--- config.mk ---
export PLATFORM = sky130hd
export DESIGN_NAME = fetch_ctrl
export DESIGN_NICKNAME = d
export VERILOG_FILES = /design/src/rtl/fetch_ctrl.sv
export SDC_FILE = /design/constraint.sdc
export NUM_CORES = 1
export LEC_CHECK = 0
export CAP_MARGIN = 20
export CORE_UTILIZATION = 50
export CTS_CLUSTER_DIAMETER = 50
export DETAILED_ROUTE_END_ITERATION = 10
export DONT_BUFFER_PORTS = 1
export GPL_ROUTABILITY_DRIVEN = 0
export PLACE_DENSITY = 0.67
export SYNTH_ARGS = -nofsm -noshare
export SYNTH_HDL_FRONTEND = slang
export SYNTH_SLANG_ARGS = --single-unit
export TNS_END_PERCENT = 10
--- constraint.sdc ---
create_clock -name clk -period 2.25 [get_ports clk]
set_input_delay 0.1125 -clock clk [delete_from_list [all_inputs] [get_ports clk]]
set_output_delay 0.1125 -clock clk [all_outputs]
set_load 0.02 [all_outputs]
--- src/rtl/fetch_ctrl.sv ---
// fetch_ctrl: instruction-fetch front end with BOOT/RUN/HALT sequencing.
// It drives the PC to a combinational instruction memory. It squashes
// wrong-path words when a redirect arrives, and it holds for
// hazard-detector stalls.
// Optional feature macro: FETCH_PERF_CNT_EN builds the saturating
// stall/redirect performance counters. Without it, both counters read zero.
// Handshake note: there is no valid/ready pair here. pcNop is a level
// "hold" request that is sampled every RUN cycle. brTaken is a one-cycle
// redirect that acts on the edge ending the cycle in which it is high.
module fetch_ctrl #(
    parameter logic [15:0] NOP = 16'h0800
) (
    input  logic        clk,
    input  logic        rst,
    input  logic        pcNop,
    input  logic        brTaken,
    input  logic [15:0] brTarget,
    input  logic [15:0] instMem,
    output logic [15:0] pc,
    output logic [15:0] pcPlus2,
    output logic [15:0] fetch_inst,
    output logic        halted,
    output logic [15:0] stallCnt,
    output logic [15:0] redirCnt,
    output logic [1:0]  state_dbg
);

    typedef enum logic [1:0] {
        BOOT = 2'd0,
        RUN  = 2'd1,
        HALT = 2'd2
    } state_t;

    state_t      state;
    state_t      state_next;
    // Only the upper 15 bits are stored, so pc[0] is structurally zero.
    logic [14:0] pc_hi;
    logic [15:0] pc_next;

    assign pc        = {pc_hi, 1'b0};
    assign pcPlus2   = pc + 16'd2;
    assign halted    = (state == HALT);
    assign state_dbg = state;

    // State and PC register; reset forces BOOT at address zero.
    always_ff @(posedge clk or posedge rst) begin
        if (rst) begin
            state <= BOOT;
            pc_hi <= 15'd0;
        end else begin
            state <= state_next;
            pc_hi <= pc_next[15:1];
        end
    end

    // Next-state, next-PC and fetched-word selection. A redirect outranks
    // a stall, and a stall outranks halt detection. A halt word seen while
    // stalled is therefore re-examined once the stall drops.
    always_comb begin
        state_next = state;
        pc_next    = pc;
        fetch_inst = NOP;
        case (state)
            BOOT: begin
                state_next = RUN;
            end
            RUN: begin
                fetch_inst = brTaken ? NOP : instMem;
                if (brTaken) begin
                    pc_next = {brTarget[15:1], 1'b0};
                end else if (pcNop) begin
                    pc_next = pc;
                end else if (instMem[15:11] == 5'b00000) begin
                    state_next = HALT;
                end else begin
                    pc_next = pcPlus2;
                end
            end
            HALT: begin
                fetch_inst = brTaken ? NOP : instMem;
                if (brTaken) begin
                    pc_next    = {brTarget[15:1], 1'b0};
                    state_next = RUN;
                end
            end
            default: begin
                state_next = BOOT;
            end
        endcase
    end

`ifdef FETCH_PERF_CNT_EN
    logic        stall_evt;
    logic        redir_evt;
    logic [15:0] stall_q;
    logic [15:0] redir_q;

    // A stall is counted only when it actually holds the PC in RUN.
    // A redirect is counted whenever it is acted upon.
    assign stall_evt = (state == RUN) && pcNop && !brTaken;
    assign redir_evt = (state != BOOT) && brTaken;

    // Saturating event counters.
    always_ff @(posedge clk or posedge rst) begin
        if (rst) begin
            stall_q <= 16'd0;
            redir_q <= 16'd0;
        end else begin
            if (stall_evt && (stall_q != 16'hFFFF)) stall_q <= stall_q + 16'd1;
            if (redir_evt && (redir_q != 16'hFFFF)) redir_q <= redir_q + 16'd1;
        end
    end

    assign stallCnt = stall_q;
    assign redirCnt = redir_q;
`else
    assign stallCnt = 16'h0000;
    assign redirCnt = 16'h0000;
`endif

endmodule

# Yosys cells after proc, flatten, opt, wreduce, memory -nomap -nowiden

Index checks and enable logic that the tools add are counted.

Flip-flop bits (word level): 17
Input bits: 36
Output and inout port bits: 83
Word-level logic and storage cells: 29

$add $sub $neg: 1
Eq/ne operators: 8
Mux-type cells: 12
Reductions and logical operators: 6

Operators by type and width:

| kind                  | number |
|---|---|
| $mux 16               | 6 |
| $pmux 16 s2           | 1 |
| $add 16x2->16 const B | 1 |
| $mux 2                | 4 |
| $ne 2x2->1 const B    | 4 |
| $reduce_and 4->1      | 2 |
| $ne 3x3->1 const B    | 2 |
| $pmux 2 s3            | 1 |
| $logic_not 5->1       | 1 |
| $eq 2x1->1 const B    | 1 |
| $eq 2x2->1 const B    | 1 |
| $logic_not 2->1       | 1 |
| $reduce_bool 2->1     | 1 |
| $reduce_or 2->1       | 1 |

# Longest topological paths before layout

Gate-level depths: netlist of the first run.

Word-level depth: 5
Depth in mapped cells: 8
Depth with buffers taken out: 6

# Worst setup path before layout of the first run

Ideal clock, no wire load.

Path kind: flip-flop to flip-flop
From: register state[0] (netlist: state_dbg[0])
To: register pc_hi[9]
Setup time: 124 ps
Arrival: 2,092 ps
Data required time: 2,126 ps
Path slack: 34 ps
Stages on the path, launching flop included: 9
Buffers on the path: 3
Clock period less this slack: 2,216 ps
Path through: dfrtp_1 -> inv_1 -> ha_1 -> clkbuf_1 -> or2_2 -> clkbuf_1 -> buf_1 -> o22ai_1 -> o2bb2ai_1

Longest elaborated chain between the ends: 3
Elaborated cells on any way between the ends: 8
Those cells by class: eq/ne: 5; mux: 1; reduce/logical: 2

RTL lines:

| item                                                      | RTL line | source |
|---|---|---|
| from (decl)                                               | 34       | `state_t state;` |
| from (signal assigned)                                    | 51       | `state <= state_next;` |
| $eq 2x2->1 (*)                                            | n/a      |  |
| via halted                                                | 22       | `output logic halted,` |
| $ne 2x2->1 (no line) or $reduce_bool 2->1 (tied branches) | n/a      |  |
| $reduce_and 4->1 (no line)                                | n/a      |  |
| to (signal assigned)                                      | 52       | `pc_hi <= pc_next[15:1];` |
| to (decl)                                                 | 37       | `logic [14:0] pc_hi;` |

The timed path passes the listed nets; every way through them passes the cells marked *.
A chain may end at the register's enable or synchronous reset.

# Worst setup path after layout of the first run

From: register pc_hi[0]
To: output pcPlus2[13]

Longest elaborated chain between the ends: 1

RTL lines:

| item          | RTL line | source |
|---|---|---|
| $add 16x2->16 | 41       | `assign pcPlus2 = pc + 16'd2;` |
| to (decl)     | 20       | `output logic [15:0] pcPlus2,` |

Every way passes these cells.

==> flow_summary_export.csv, run 1 <==
group,metric,value,unit
timing,tns,0,ps
hold_path,holdPathEnd,"pc_hi[10]",
final_layout,final_util,0.573,
timing,hold_viol,0,
global_route,grt_pass1_wl,6000,µm
global_route,antenna_found_initial,0,
die,coreArea,3150,µm²
setup_path,crit_start,"pc_hi[0]",
hold_path,hp-start,"brTarget[11]",
cts,cts_made_buffers,3,
power_and_ir_drop,power_switching,1.36,mW
timing,worst_slew_pin_slew,659,ps
cts,clock_sinks,17,
synthesis,synthTopCellsByCount,"34 x buf_4, 17 x dfrtp_1, 15 x and2_1, 11 x nand2_1, 10 x nor2_1",
global_route,grt_usage,0.219,
synthesis,avgSynthCellArea,8.38,µm²
global_route,grt_overflow,0,
drt,ant_nets,0,
cts,cts_setup_buffers,0,
synthesis,ys.flop_type,"dfrtp_1",
timing,relSlewSlack,0.561,
final_layout,num_antenna_cells,0,
timing,min_period_over_period,0.942,
die,die_y,60.5,µm
synthesis,synth_top_area_cell,"dfrtp_1",
final_layout,final_area,1810,µm²
place,dp_hpwl,3170,µm
drt,avgViaCountPerCell,5.81,
die,io_pins,119,
place,io_buffers,0,
setup_path,timing.rr.start,"state_dbg[1]",
hold_path,hold_depth,2,
final_layout,num-nets-final,260,
drt,drt_iter0_markers,161,
cts,cts_max_path_buffers,2,
synthesis,synth-seq-cells,17,
setup_path,criticalPathCategory,"register to primary output",
drt,vias,1521,
drt,dr.pass1.iters,4,
power_and_ir_drop,power.share.switching,0.567,
global_route,grt_max_degree,22,
power_and_ir_drop,p_per_area,1330,nW/µm²
die,dieArea,3660,µm²
run_status,status,"finished clean",
synthesis,synth_warnings,0,
place,placed_area,1710,µm²
drt,drc,0,
timing,fmax,472,MHz
power_and_ir_drop,leakage,0.802,nW
flow_run,maxCapViolations,0,
die,fp.dieW,60.5,µm
timing,rsz0062_at_grt,"false",
synthesis,netlist.area_leader.share,0.249,
hold_path,hold_path_class,"input pin to register",
setup_path,timing.rr.end,"pc_hi[0]",
timing,finalSetupViolations,0,
cts,cts-htree-levels,1,
synthesis,synthArstFlopShare,1.00,
drt,routed_wl,4290,µm
drt,wire_per_inst,16.4,µm
setup_path,critPathMaxFanout,6,
setup_path,cp.required,2140,ps
setup_path,r2r_setup_slack,280,ps
timing,drv_slew,0,
synthesis,synth_cell_types,46,
setup_path,crit_chain,"ha_1 > nand3_2 > or4_1 > xnor2_1 > buf_4",
power_and_ir_drop,total_power,2.40,mW
synthesis,ys_seq_area_frac,0.249,
power_and_ir_drop,seq_power_share,0.269,
cts,cts_tree,"yes",
power_and_ir_drop,p_comb_frac,0.655,
setup_path,crit_path_max_incr_delay,540,ps
final_layout,synthToLayoutAreaGrowth,5.71,%
synthesis,syn_area,1710,µm²
synthesis,postSynthCellCount,204,
setup_path,critPathSlowestCell,"or4_1",
timing,fin_skew,7.37,ps
synthesis,synth_edf_count,0,
die,initial_core_util,0.542,
synthesis,synthTopCellsByArea,"dfrtp_1 25%, buf_4 15%, and2_1 5.5%",
die,rows,20,
synthesis,yosysMostFrequentCell,"buf_4",
setup_path,arrival,2010,ps
final_layout,drive_gt1_frac,0.151,
power_and_ir_drop,clockPowerShare,0.076,
setup_path,ff2ff_path_depth,5,
setup_path,cp-start-kind,"register",
power_and_ir_drop,vdd_drop_max,0.448,mV
power_and_ir_drop,cellInternalPower,1.04,mW
setup_path,worst_setup_path_end_kind,"primary output",
global_route,grt_pass1_vias,1348,
cts,cts_root_buffer,"clkbuf_4",
timing,period_needed,2120,ps
cts,clock_latency,310,ps
cts,cts.reportedPaths.clkPinSlew,110,ps
-- layout make-up --
cell class / count / area, µm²
Clock inverter: 1 / 5.00
Fill cell: 293 / 1350
Timing Repair Buffer: 22 / 178
Inverter: 6 / 22.5
Multi-Input combinational cell: 169 / 1100
Clock buffer: 3 / 22.5
Sequential cell: 17 / 427
Tap cell: 44 / 55.1
-- worst max-delay path by stage --
stage | endpoint | slack [ps] | cells after the start
finish | pcPlus2[13] | 130 | 5
global route | pcPlus2[14] | 20 | 4
CTS | pcPlus2[14] | 40 | 3
detailed placement | pc_hi[0] | 320 | 5
global placement | pc_hi[0] | 370 | 5
floorplan | pc_hi[9] | 30 | 8
-- timing repair --
action | CTS | global route
hold buffers | 5 | 0
gates resized for setup | 0 | 4
hold endpoints to repair | 21 | 0
setup endpoints to repair | 0 | 3
-- power groups by stage --
stage | sequential (mW) | clock, mW | combinational, mW
6_report | 0.644 | 0.181 | 1.57
5_1_grt | 0.666 | 0.192 | 1.68
4_1_cts | 0.636 | 0.180 | 1.55
3_5_place_dp | 0.641 | 0 | 1.54
3_3_place_gp | 0.633 | 0 | 1.52
2_1_floorplan | 0.790 | 0 | 1.05
-- per-layer routing --
layer  share of wire  global-route usage
met3            0.11              0.0448
met2            0.50               0.383
met1            0.37               0.255
met4           0.015               0.107
met5               0                   0
-- logic make-up after synthesis --
group	share of synthesized area
xor+xnor	0.0666
flops	0.249
simple gates	0.223
other cells	0.00219
compound gates	0.219
buf+inv	0.192
mux	0.0117
fa+ha+maj	0.0366
-- worst max-delay path, delay by kind of cell (launching register included) --
family | cells | cell delay (ps)
xor gates and xnor gates | 1 | 190
adders and majority gates | 1 | 230
buffers and inverters | 1 | 170
DFF | 1 | 370
and+or+nand+nor | 2 | 740
-- layout by cell type, fill, tap and decap left out, types with 6 or more instances in the layout --
master / instances
inv_1: 6
nand3_1: 6
nor3_1: 7
a22oi_1: 7
nand2_1: 11
xnor2_1: 8
and2_1: 15
dfrtp_1: 16
o22ai_1: 8
conb_1: 34
buf_4: 17
nor2_1: 10
-- through the flow --
stage	hold WS, ps	setup slack, ps	std cells
2_1_floorplan	38.6	34.0	237
3_3_place_gp	142	374	253
3_5_place_dp	128	322	253
4_1_cts	16.1	43.6	262
5_1_grt	21.5	22.7	262
6_report	12.8	130	262
-- flip-flops by register name, summed over array words and instances, names as in the netlist --
| signal | cells |
|---|---|
| state_dbg | 2 |
| pc_hi | 15 |
(Power assumes the default switching activity.)
==> run 2, diff against run 1 <==
ABC_AREA = 1   (was default)
CORE_ASPECT_RATIO = 0.7   (was default)
CORE_UTILIZATION = 55   (was 50)
PLACE_DENSITY = 0.72   (was 0.67)
==> run 2 against run 1 <==
Area after synthesis down 1.3%. Die area is 9.9% lower. Clock power rose by 30%. Flip-flop and latch count is the same. Non-clock buffer count is 16 lower. Clock skew shrank 1.5 ps. Critical path type unchanged.
==> flow_summary_export.csv, run 2 <==
group,metric,value,unit
timing,drv_slew,0,
synthesis,postSynthCellCount,282,
cts,cts_made_buffers,3,
die,coreArea,2860,µm²
timing,fin_ws,249,ps
synthesis,synth_warnings,0,
timing,worst_slew_pin_slew,695,ps
synthesis,synthTopCellsByCount,"90 x nand2_1, 47 x nor2_1, 38 x inv_1, 36 x buf_4",
die,rows,16,
cts,cts.reportedPaths.clkPinSlew,70,ps
die,initial_core_util,0.589,
timing,rsz0062_at_grt,"false",
setup_path,arrival,1890,ps
final_layout,final_common_cell,"nand2_1",
cts,cts_tree,"yes",
global_route,grt_max_degree,25,
synthesis,netlist.area_leader.share,0.252,
drt,vias,1505,
final_layout,final_cell_mix,"90 x nand2_1, 47 x nor2_1, 38 x inv_1",
power_and_ir_drop,p_per_area,1530,nW/µm²
setup_path,cp.required,2140,ps
die,die_y,48.3,µm
synthesis,yosysMostFrequentCell,"nand2_1",
cts,cts-htree-levels,1,
power_and_ir_drop,cellInternalPower,0.977,mW
final_layout,num_antenna_cells,0,
place,io_buffers,0,
drt,ant_nets,0,
setup_path,r2r_setup_slack,430,ps
cts,cts_root_buffer,"clkbuf_8",
hold_path,hold_depth,4,
power_and_ir_drop,power_switching,1.57,mW
drt,routed_wl,3520,µm
setup_path,worst_setup_path_end_kind,"primary output",
hold_path,holdPathEnd,"pc_hi[1]",
timing,fmax,500,MHz
synthesis,ys_seq_area_frac,0.252,
run_status,status,"finished clean",
power_and_ir_drop,clockPowerShare,0.092,
power_and_ir_drop,vdd_drop_max,0.745,mV
setup_path,crit_path_max_incr_delay,530,ps
power_and_ir_drop,p_comb_frac,0.564,
power_and_ir_drop,leakage,1.01,nW
final_layout,largest_reg_flops,15,
synthesis,synth_xor_area_frac,0.0156,
drt,drc,0,
synthesis,synth-seq-cells,17,
drt,wire_per_inst,10.9,µm
place,dp_hpwl,2750,µm
synthesis,synth_fa_ha_area_frac,0.0371,
timing,period_needed,2000,ps
timing,min_period_over_period,0.889,
drt,avgViaCountPerCell,4.67,
cts,cts_setup_buffers,0,
setup_path,crit_family,"simple AND/OR/NAND/NOR gates",
synthesis,avgSynthCellArea,5.98,µm²
drt,dr.pass1.iters,4,
synthesis,synth.area.mux_share,0,
timing,relSlewSlack,0.536,
power_and_ir_drop,power.share.switching,0.616,
die,fp.dieW,68.2,µm
hold_path,hp-start,"brTarget[2]",
synthesis,synth_compound_area_frac,0.0386,
setup_path,cp-start-kind,"register",
global_route,grt_pass1_wl,5660,µm
place,dp.cells,317,
final_layout,finalNonFillerCells,322,
die,io_pins,119,
flow_run,maxCapViolations,0,
cts,clock_sinks,17,
power_and_ir_drop,seq_power_share,0.343,
setup_path,timing.rr.end,"pc_hi[2]",
timing,finalSetupViolations,0,
setup_path,crit_chain,"inv_1 > ha_1 > nand2_1 > nor2_1",
global_route,grt_pass1_vias,1213,
timing,fin_skew,5.88,ps
synthesis,synth_top_family_by_area,"simple AND/OR/NAND/NOR gates",
final_layout,synthToLayoutAreaGrowth,-1.19,%
setup_path,path_buf_inv,1,
die,dieArea,3300,µm²
hold_path,hold_path_class,"input pin to register",
synthesis,synthArstFlopShare,1.00,
setup_path,timing.rr.start,"state_dbg[0]",
synthesis,synthTopCellsByArea,"dfrtp_1 25%, nand2_1 20%, buf_4 16%",
timing,tns,0,ps
setup_path,criticalPathCategory,"register to primary output",
synthesis,ys.flop_type,"dfrtp_1",
synthesis,synth_top_area_cell,"dfrtp_1",
synthesis,synth_cell_types,22,
setup_path,ff2ff_path_depth,7,
final_layout,regMostFlops,"pc_hi",
final_layout,num-nets-final,328,
cts,cts_max_path_buffers,2,
global_route,grt_usage,0.226,
setup_path,critPathSlowestCell,"dfrtp_1",
setup_path,critPathMaxFanout,15,
synthesis,synth-simple-area-share,0.398,
synthesis,syn_area,1690,µm²
timing,hold_viol,0,
drt,drt_iter0_markers,69,
cts,clock_latency,260,ps
global_route,antenna_found_initial,0,
global_route,grt_overflow,0,
synthesis,synth_edf_count,0,
final_layout,drive_gt1_frac,0.0455,
place,place_ws,410,ps
[run 2: changes by cell type in the layout (fill, tap and decap cells not counted), moves of 8 or more]
cell     before  now
xnor2_1       8    0
nor2_1       10   47
o22ai_1       8    0
inv_1         6   38
buf_4        17    5
nand3_1       6   17
and2_1       15    0
nand2_1      11   90
[run 2: cell families (layout without fill, tap and decap cells)]
group,Yosys count,count (layout)
other,1,34
adders and majority gates,5,5
DFF,17,17
buffers and inverters,79,50
AOI/OAI and AO/OA,12,12
xor gates and xnor gates,3,3
and+or+nand+nor,165,165
[run 2: power by group through the flow]
stage	clock (mW)	sequential, mW	combinational [mW]
after global routing	0.263	0.919	1.63
after detailed placement	0	0.879	1.44
after CTS	0.241	0.875	1.44
final	0.235	0.873	1.44
after global placement	0	0.876	1.42
after floorplan	0	0.813	1.28
[run 2: final cells by class]
| type | instances | area, µm² |
|---|---|---|
| Clock buffer | 3 | 41.3 |
| Clock inverter | 1 | 5.00 |
| Fill cell | 304 | 1200 |
| Inverter | 40 | 150 |
| Multi-Input combinational cell | 219 | 952 |
| Sequential cell | 17 | 425 |
| Tap cell | 36 | 45.0 |
| Timing Repair Buffer | 6 | 47.5 |
[run 2: worst min-delay path, cell delays in order]
cell and delay [ps]:
nand2_1 30, nand2_1 50, nand2_1 50, nand2_1 50
[run 2: routing by layer]
metal,share of wire,GRT usage,vias to the layer above
met5,0,0,-
met4,0.0040,0.0417,0
met3,0.091,0.0873,2
met2,0.44,0.335,71
met1,0.47,0.312,640
li1,-,-,792
[run 2: worst max path at each step]
stage	start	end	slack [ps]	cells after the start
2_1_floorplan	state_dbg[0]	pc_hi[7]	510	10
3_3_place_gp	state_dbg[0]	pc_hi[8]	470	8
3_5_place_dp	state_dbg[0]	pc_hi[2]	410	7
4_1_cts	state_dbg[0]	fetch_inst[8]	230	4
5_1_grt	state_dbg[0]	fetch_inst[8]	80	4
6_report	state_dbg[0]	fetch_inst[5]	250	4
[run 2: timing repair]
action                    in CTS  in global routing
hold endpoints to repair      17                  0
resized for setup              0                  0
hold buffers                   1                  0
[run 2: through the flow]
stage	cell area, µm²	power (mW)	util	hold WS, ps
detailed placement	1610	2.32	0.563	156
CTS	1670	2.56	0.582	63.1
finish	1670	2.54	0.582	67.3
global placement	1610	2.29	0.563	150
floorplan	1810	2.10	-	38.6
global route	1670	2.81	0.582	68.2
==> run 3, diff against run 2 <==
CORE_ASPECT_RATIO = 0.9   (was 0.7)
SLEW_MARGIN = 20   (was default)
==> run 3 against run 2 <==
Sequential share of layout area stayed put. Register-to-register slack worse by 90 ps. Wire length fell by 3.4%. Die area about the same. Clock-buffer cell count grew 1. Critical endpoint is now fetch_inst[10]. Worst setup slack gained 2.5 ps. Critical path type unchanged. Cell area is the same. Sequential power shrank 2.7%. Total power shrank 2.0%. Fmax increased by 0.13%. First-iteration DRC count grew 29%. Combinational power rose by 3%.
==> flow_summary_export.csv, run 3 (synthesized netlist as in run 2, its figures left out) <==
group,metric,value,unit
run_status,status,"finished clean",
final_layout,regMostFlops,"pc_hi",
timing,finalSetupViolations,0,
global_route,antenna_found_initial,0,
cts,cts.reportedPaths.clkPinSlew,90,ps
die,rows,18,
timing,rsz0062_at_grt,"false",
timing,worst_slew_pin_slew,667,ps
final_layout,final_area,1670,µm²
setup_path,critPathMaxFanout,15,
power_and_ir_drop,power.share.switching,0.620,
timing,period_needed,2000,ps
drt,wire_per_inst,10.4,µm
cts,cts_max_path_buffers,2,
global_route,grt_pass1_wl,5460,µm
cts,cts_setup_buffers,0,
setup_path,arrival,1890,ps
setup_path,crit_start,"state_dbg[1]",
final_layout,synthToLayoutAreaGrowth,-1.19,%
setup_path,criticalPathCategory,"register to primary output",
cts,cts_made_buffers,3,
die,io_pins,119,
setup_path,timing.rr.start,"state_dbg[1]",
drt,routed_wl,3400,µm
cts,cts-htree-levels,1,
final_layout,largest_reg_flops,15,
drt,ant_nets,0,
global_route,grt_pass1_vias,1244,
power_and_ir_drop,leakage,1.01,nW
timing,fin_skew,9.11,ps
power_and_ir_drop,vdd_drop_max,0.696,mV
final_layout,final_common_cell,"nand2_1",
flow_run,maxCapViolations,0,
hold_path,hold_path_class,"input pin to register",
drt,vias,1524,
drt,drt_iter0_markers,89,
drt,drc,0,
cts,cts_root_buffer,"clkbuf_4",
final_layout,num_antenna_cells,0,
power_and_ir_drop,power_switching,1.54,mW
setup_path,cp-start-kind,"register",
setup_path,cp.required,2140,ps
global_route,grt_overflow,0,
drt,avgViaCountPerCell,4.65,
place,io_buffers,0,
power_and_ir_drop,cellInternalPower,0.948,mW
final_layout,finalNonFillerCells,328,
timing,relSlewSlack,0.555,
place,dp_hpwl,2690,µm
timing,fmax,500,MHz
power_and_ir_drop,clockPowerShare,0.065,
power_and_ir_drop,seq_power_share,0.341,
timing,min_period_over_period,0.888,
final_layout,nFillCells,287,
final_layout,num-nets-final,330,
setup_path,worst_setup_path_end_kind,"primary output",
hold_path,hp-start,"brTarget[2]",
die,die_y,54.5,µm
power_and_ir_drop,p_per_area,1500,nW/µm²
timing,drv_slew,0,
timing,tns,0,ps
cts,cts_hold_repair.buffers,1,
global_route,grt_max_degree,18,
global_route,grt_usage,0.222,
timing,hold_viol,0,
final_layout,drive_gt1_frac,0.0486,
cts,cts_tree,"yes",
power_and_ir_drop,total_power,2.49,mW
cts,clock_sinks,17,
cts,cts.repair.resized,0,
die,dieArea,3290,µm²
power_and_ir_drop,p_comb_frac,0.594,
cts,clock_latency,290,ps
place,dp.cells,323,
final_layout,final_cell_mix,"90 x nand2_1, 47 x nor2_1, 38 x inv_1",
drt,dr.pass1.iters,4,
final_layout,final_util,0.587,
die,fp.dieW,60.4,µm
place,placed_area,1630,µm²
die,coreArea,2840,µm²
die,initial_core_util,0.594,
run 3: layout make-up:
cell class                 count  area, µm²  share of cell area
multi-input combinational    219        952               0.571
sequential                    17        425               0.255
inverter                      40        150              0.0901
timing repair buffer           8       62.6              0.0375
tap                           40       50.0              0.0300
clock buffer                   4       26.3              0.0158
run 3: final timing paths:
check / endpoint / slack [ps] / depth (start not counted)
max: fetch_inst[10] / 250 / 4
min in group asynchronous: pc_hi[12] / 370 / 2
max reg2reg: pc_hi[7] / 340 / 9
max in group asynchronous: pc_hi[7] / 1450 / 2
min reg2reg: state_dbg[0] / 670 / 3
min: pc_hi[1] / 30 / 4
run 3: power groups by stage:
stage               Sequential (mW)  Clock [mW]  Combinational, mW
global placement              0.853           0               1.47
CTS                           0.847       0.171               1.50
finish                        0.849       0.162               1.48
floorplan                     0.813           0               1.28
detailed placement            0.854           0               1.49
global route                  0.883       0.184               1.70
run 3: critical path, cell delays in order (launching register included):
cell	delay (ps)
dfrtp_1	510
inv_1	120
ha_1	310
nand2_1	260
nor2_1	410
run 3: through the flow:
| step | setup slack (ps) | hold WS [ps] |
|---|---|---|
| global route | 91.2 | 59.3 |
| CTS | 233 | 27.9 |
| detailed placement | 326 | 138 |
| floorplan | 515 | 38.6 |
| finish | 252 | 33.5 |
| global placement | 352 | 140 |
run 3: metal layers:
metal,global-route usage,part of all wire,up-vias
met3,0.0544,0.066,2
met4,0.0349,0.0038,0
met2,0.383,0.48,77
met5,0,0,-
li1,-,-,797
met1,0.286,0.45,648
